`config.mk`:
```
export PLATFORM = sky130hd
export DESIGN_NAME = bp_fe_bp_ghist
export DESIGN_NICKNAME = d
export VERILOG_FILES = /design/src/rtl/bp_fe_bp_ghist.sv
export SDC_FILE = /design/constraint.sdc
export NUM_CORES = 2
export LEC_CHECK = 0
export CAP_MARGIN = 25
export CORE_MARGIN = 3
export CORE_UTILIZATION = 68
export DETAILED_ROUTE_END_ITERATION = 10
export PLACE_DENSITY = 0.85
export SLEW_MARGIN = 20
export SYNTH_ARGS = -nofsm -noshare
export SYNTH_HDL_FRONTEND = slang
export SYNTH_SLANG_ARGS = --single-unit
```
`constraint.sdc`:
```
create_clock -name clk_i -period 67.9 [get_ports clk_i]
set_input_delay 16.975 -clock clk_i [delete_from_list [all_inputs] [get_ports clk_i]]
set_output_delay 16.975 -clock clk_i [all_outputs]
set_load 0.1 [all_outputs]
```
`src/rtl/bp_fe_bp_ghist.sv`:
```
// Global-history branch direction predictor: speculative GHR, gshare/gselect hash, saturating counters.
// Optional macro BP_FE_BP_GHIST_BYPASS_EN forwards a same-cycle write to a colliding read.
module bp_fe_bp_ghist #(
    parameter int bht_idx_width_p   = 9,
    parameter int bp_cnt_sat_bits_p = 2,
    parameter int ghist_width_p     = 8,
    parameter int hash_mode_p       = 0
) (
    input  logic                       clk_i,
    input  logic                       reset_i,
    output logic                       init_done_o,
    input  logic                       r_v_i,
    input  logic [bht_idx_width_p-1:0] idx_r_i,
    output logic                       predict_v_o,
    output logic                       predict_o,
    output logic [ghist_width_p-1:0]   ghist_o,
    input  logic                       w_v_i,
    input  logic [bht_idx_width_p-1:0] idx_w_i,
    input  logic [ghist_width_p-1:0]   ghist_w_i,
    input  logic                       taken_i,
    input  logic                       mispredict_i
);

    localparam int N = bht_idx_width_p;
    localparam int C = bp_cnt_sat_bits_p;
    localparam int W = ghist_width_p;
    localparam int entries_lp = 1 << N;
    localparam logic [N-1:0] last_lp = N'(entries_lp - 1);
    localparam logic [C-1:0] weak_nt_lp = C'((1 << (C - 1)) - 1);
    localparam logic [C-1:0] cnt_max_lp = '1;
    // Low idx bits kept by gselect below the history field.
    localparam logic [N-1:0] sel_mask_lp = N'((64'd1 << (N - W)) - 64'd1);

    typedef enum logic {INIT, READY} state_e;

    state_e         state_q, state_n;
    logic [N-1:0]   ptr_q;
    logic [W-1:0]   ghr_q;
    logic           pv_q, p_q;
    logic [W-1:0]   gh_q;
    logic [C-1:0]   mem [entries_lp];

    logic           ready;
    logic           write_en;
    logic           repair;
    logic [N-1:0]   hash_r, hash_w;
    logic [C-1:0]   cnt_w_old, cnt_w_new, cnt_r;

    function automatic logic [N-1:0] hash(input logic [N-1:0] idx,
                                          input logic [W-1:0] gh);
        if (hash_mode_p == 0)
            return idx ^ N'(gh);
        else
            return (N'(gh) << (N - W)) | (idx & sel_mask_lp);
    endfunction

    assign ready     = (state_q == READY);
    assign write_en  = ready & w_v_i;
    assign repair    = write_en & mispredict_i;
    assign hash_r    = hash(idx_r_i, ghr_q);
    assign hash_w    = hash(idx_w_i, ghist_w_i);
    assign cnt_w_old = mem[hash_w];

    // Saturating step of the resolved counter toward the actual direction.
    always_comb begin
        cnt_w_new = cnt_w_old;
        if (taken_i && cnt_w_old != cnt_max_lp)
            cnt_w_new = cnt_w_old + C'(1);
        else if (!taken_i && cnt_w_old != '0)
            cnt_w_new = cnt_w_old - C'(1);
    end

    // Read data, optionally forwarding a colliding same-cycle update.
    always_comb begin
        cnt_r = mem[hash_r];
`ifdef BP_FE_BP_GHIST_BYPASS_EN
        if (write_en && hash_w == hash_r)
            cnt_r = cnt_w_new;
`endif
    end

    // Next-state: leave INIT after the last table entry is swept.
    always_comb begin
        state_n = state_q;
        unique case (state_q)
            INIT:    if (ptr_q == last_lp) state_n = READY;
            READY:   state_n = READY;
            default: state_n = INIT;
        endcase
    end

    // State register and sweep pointer.
    always_ff @(posedge clk_i) begin
        if (reset_i) begin
            state_q <= INIT;
            ptr_q   <= '0;
        end else begin
            state_q <= state_n;
            if (state_q == INIT)
                ptr_q <= ptr_q + N'(1);
        end
    end

    // Counter table: init sweep writes weakly-not-taken, then resolution updates.
    always_ff @(posedge clk_i) begin
        if (!reset_i) begin
            if (state_q == INIT)
                mem[ptr_q] <= weak_nt_lp;
            else if (write_en)
                mem[hash_w] <= cnt_w_new;
        end
    end

    // Global history: repair wins over the speculative shift.
    always_ff @(posedge clk_i) begin
        if (reset_i)
            ghr_q <= '0;
        else if (repair)
            ghr_q <= W'({ghist_w_i, taken_i});
        else if (ready && pv_q)
            ghr_q <= W'({ghr_q, p_q});
    end

    // Registered prediction; a same-cycle repair squashes the request.
    always_ff @(posedge clk_i) begin
        if (reset_i || !ready) begin
            pv_q <= 1'b0;
            p_q  <= 1'b0;
            gh_q <= '0;
        end else begin
            pv_q <= r_v_i & ~repair;
            p_q  <= r_v_i & cnt_r[C-1];
            gh_q <= r_v_i ? ghr_q : '0;
        end
    end

    assign init_done_o = ready;
    assign predict_v_o = pv_q;
    assign predict_o   = p_q;
    assign ghist_o     = gh_q;

endmodule

```
==> metrics.csv <==
metric,value,unit
Post-CTS Setup Bufs,0,
"Slew Viols, Final",0,
antenna-violating nets left,0,
setup TNS,0,ns
Core Region,68800,µm²
die width,270,µm
Achievable Freq,40.2,MHz
Placed Cells,3729,
share of the clock period used by the worst path,36.6,%
All-Layer GR Usage,40.6,%
Clk pwr share,40.6,%
fin nets,2943,
peak supply drop,0.0229,mV
Routability Congestion,0.937,
Avg WL per Cell,37.8,µm
Final WS setup,43.03,ns
"Design Area, Final",52100,µm²
crit-path most repeated cell,buf_4,
initial antenna violation count,6,
"Largest stage delay, worst path",0.95,ns
Comb pwr share,8.2,%
Area contributors post-synth,"edfxtp_1, mux4_2, nor2_1",
via density per instance,7.99,
synthesized instance count,2916,
first-pass GRT wire length,213,mm
routed wire length,148,mm
WP data required,68.25,ns
router iterations before antenna repair,9,
Clock Skew,0.0326,ns
# rows,96,
Pwr per Cell Area,26.4,nW/µm²
fill count,3474,
vias in the first global route,31600,
most common cell in the synthesized netlist,edfxtp_1,
register clock-pin slew on the reported worst setup and hold paths,0.06,ns
worst-path cell chain,"clkdlybuf4s50_1, xor2_4, buf_4, buf_12, buf_4, mux4_1, a22o_1, a221oi_1, o22ai_1, or3_1, a221oi_2, nand2_2, inv_1, ha_1, inv_1, o21ai_0, nor2_1, a21boi_4, buf_4, buf_6",
CTS sink cnt,1052,
Vias,31400,
Psw,0.321,mW
"Avg Cell Area, Syn",16.3,µm²
hold_buf cts,0,
DPL Wire Length,79.8,mm
P&R area growth vs syn,9.69,%
Critical Path Sink Type,register,
Leak,17.9,nW
Initial DRC Count,6642,
top-area cell type share of the netlist area,64.8,%
Synth Cell Area,47500,µm²
switching part of the total power,23.4,%
WS Path Type,in -> reg,
Hold Fails Final Rpt,0,
"critical path fanouts, max",118,
I/O Pins,43,
Hold WC Path Type,reg -> reg,
P_int,1.05,mW
Synth cell types,68,
initial core utilization,69.0,%
DRC Markers,0,
number of H-tree levels,3,
CTS Buf Count,102,
CP arrival,25.22,ns
total power,1.37,mW
Synth warnings,0,
fin util,75.6,%
Post-synth EDFFs,1024,
CP top delay family,buffers and inverters,
Congestion Overflow GR,0,
leading area contributor after synthesis,edfxtp_1,
Final min period,24.87,ns
Hold WS,0.544,ns
Port Buffers,42,
Max transition margin,18.3,%
Die Ht,270,µm
RSZ-0062 raised after global routing,false,
startpoint types,input pin,
slowest cell on the critical path,buf_4,
crit path buf inv count,8,
status,"complete, no violations",
"Cell Count, Final, Fillers Out",3927,
maxcap violations,0,
Post-CTS Resized,0,
largest net degree at the start of global routing,295,
Synth top cells by count,"edfxtp_1, nor2_1, mux4_2",
Synth async-reset ratio,0,%
CTS Root Cell,clkbuf_16,
"worst slack, placed",42.65,ns
slew of the pin with the lowest slew margin,1.23,ns
#FFs+latches synth,1052,
Post-DP Area,48700,µm²
share of cells above drive strength 1,21.2,%
syn nets,2952,
Flop pwr share,51.1,%
die area,73000,µm²
clock latency on the worst-skew pair,0.69,ns
Main synth FF type,edfxtp_1,
final setup fails,0,
CTS tree,built,
sequential share of the synthesized area,66.0,%
clock buffer depth,3,
==> logic make-up (layout without fill, tap and decap cells) <==
logic type	count (synthesis)	in the layout	share of synthesized area, %
compound gates	202	202	3.06
xor+xnor	32	32	0.646
fa+ha+maj	4	4	0.105
buf+inv	228	301	2.52
flops	1052	1052	66.0
mux	432	432	19.4
other cells	0	7	0
simple gates	966	966	8.26
==> power groups by stage <==
stage	Clock, mW	Sequential [mW]	Combinational (mW)
after floorplan	0	0.715	0.0681
after global routing	0.577	0.701	0.112
after detailed placement	0	0.715	0.104
after global placement	0	0.715	0.102
final	0.558	0.702	0.113
after CTS	0.552	0.702	0.106
==> cell type report <==
class | instances | area, µm² | share of cell area (%)
Clock inverter | 41 | 354 | 0.680
Tap cell | 931 | 1160 | 2.24
Inverter | 4 | 15.0 | 0.0288
Antenna cell | 7 | 17.5 | 0.0336
Sequential cell | 1052 | 31300 | 60.1
Multi-Input combinational cell | 1636 | 15300 | 29.3
Timing Repair Buffer | 111 | 1100 | 2.12
Clock buffer | 145 | 2840 | 5.45
==> sequential cells by signal (all words and copies together), names as in the netlist <==
register / cells
ghist_o: 8
ghr_q: 8
predict_v_o: 1
predict_o: 1
mem: 1024
init_done_o: 1
ptr_q: 9
==> worst paths after layout <==
check                                  start           to  slack (ns)  cells after the start
worst max-delay path            ghist_w_i[1]  mem[346][0]       43.03                     20
worst min-delay path                ptr_q[6]     ptr_q[6]        0.54                      2
worst max register to register   mem[430][0]  mem[346][0]       61.95                     15
worst min register to register      ptr_q[6]     ptr_q[6]        0.54                      2
==> cells in the final DEF, fill, tap and decap left out, types with 6 or more instances in the layout <==
cell                n
nand2_1           219
buf_12             10
xnor2_1             7
o2111ai_1           6
o22ai_1             8
xor2_4              8
mux4_2            381
clkinv_2           13
a31oi_1            13
nand2_2            16
nor2_1            575
nand3_1            64
dfxtp_1            28
nor2_2              6
a22oi_1            28
edfxtp_1         1024
and2_1             12
a22o_1             13
mux2i_1            42
clkbuf_16         106
a21oi_1            37
diode_2             7
o211ai_1            7
o21ai_0            21
bufinv_16           6
clkdlybuf4s50_1    42
mux4_1              8
and3_1              6
xnor2_2             8
clkinv_1           18
nor3_1             22
nand4_1            21
xor2_1              7
a32oi_1            12
buf_4              55
clkbuf_1           35
a221oi_1           10
nor4_1              6
a311oi_1           15
==> worst register-to-register path, cell delays in order, from the launching register on <==
cell and delay (ns):
edfxtp_1 0.38, mux4_2 0.48, a22oi_1 0.25, a21oi_1 0.15
nor3_1 0.92, nor4_1 0.18, a221oi_2 0.43, nand2_2 0.17
inv_1 0.11, ha_1 0.18, inv_1 0.07, o21ai_0 0.29
nor2_1 0.13, a21boi_4 0.23, buf_4 0.78, buf_6 0.76
==> per-layer routing <==
| metal | track usage [%] | wire (µm) | vias up |
|---|---|---|---|
| li1 | - | - | 11500 |
| met1 | 51.1 | 42900 | 15100 |
| met2 | 59.3 | 66100 | 3706 |
| met3 | 16.5 | 26800 | 1028 |
| met4 | 26.0 | 12400 | 8 |
| met5 | 0.329 | 97 | - |
Power figures use the tool's default switching activity.
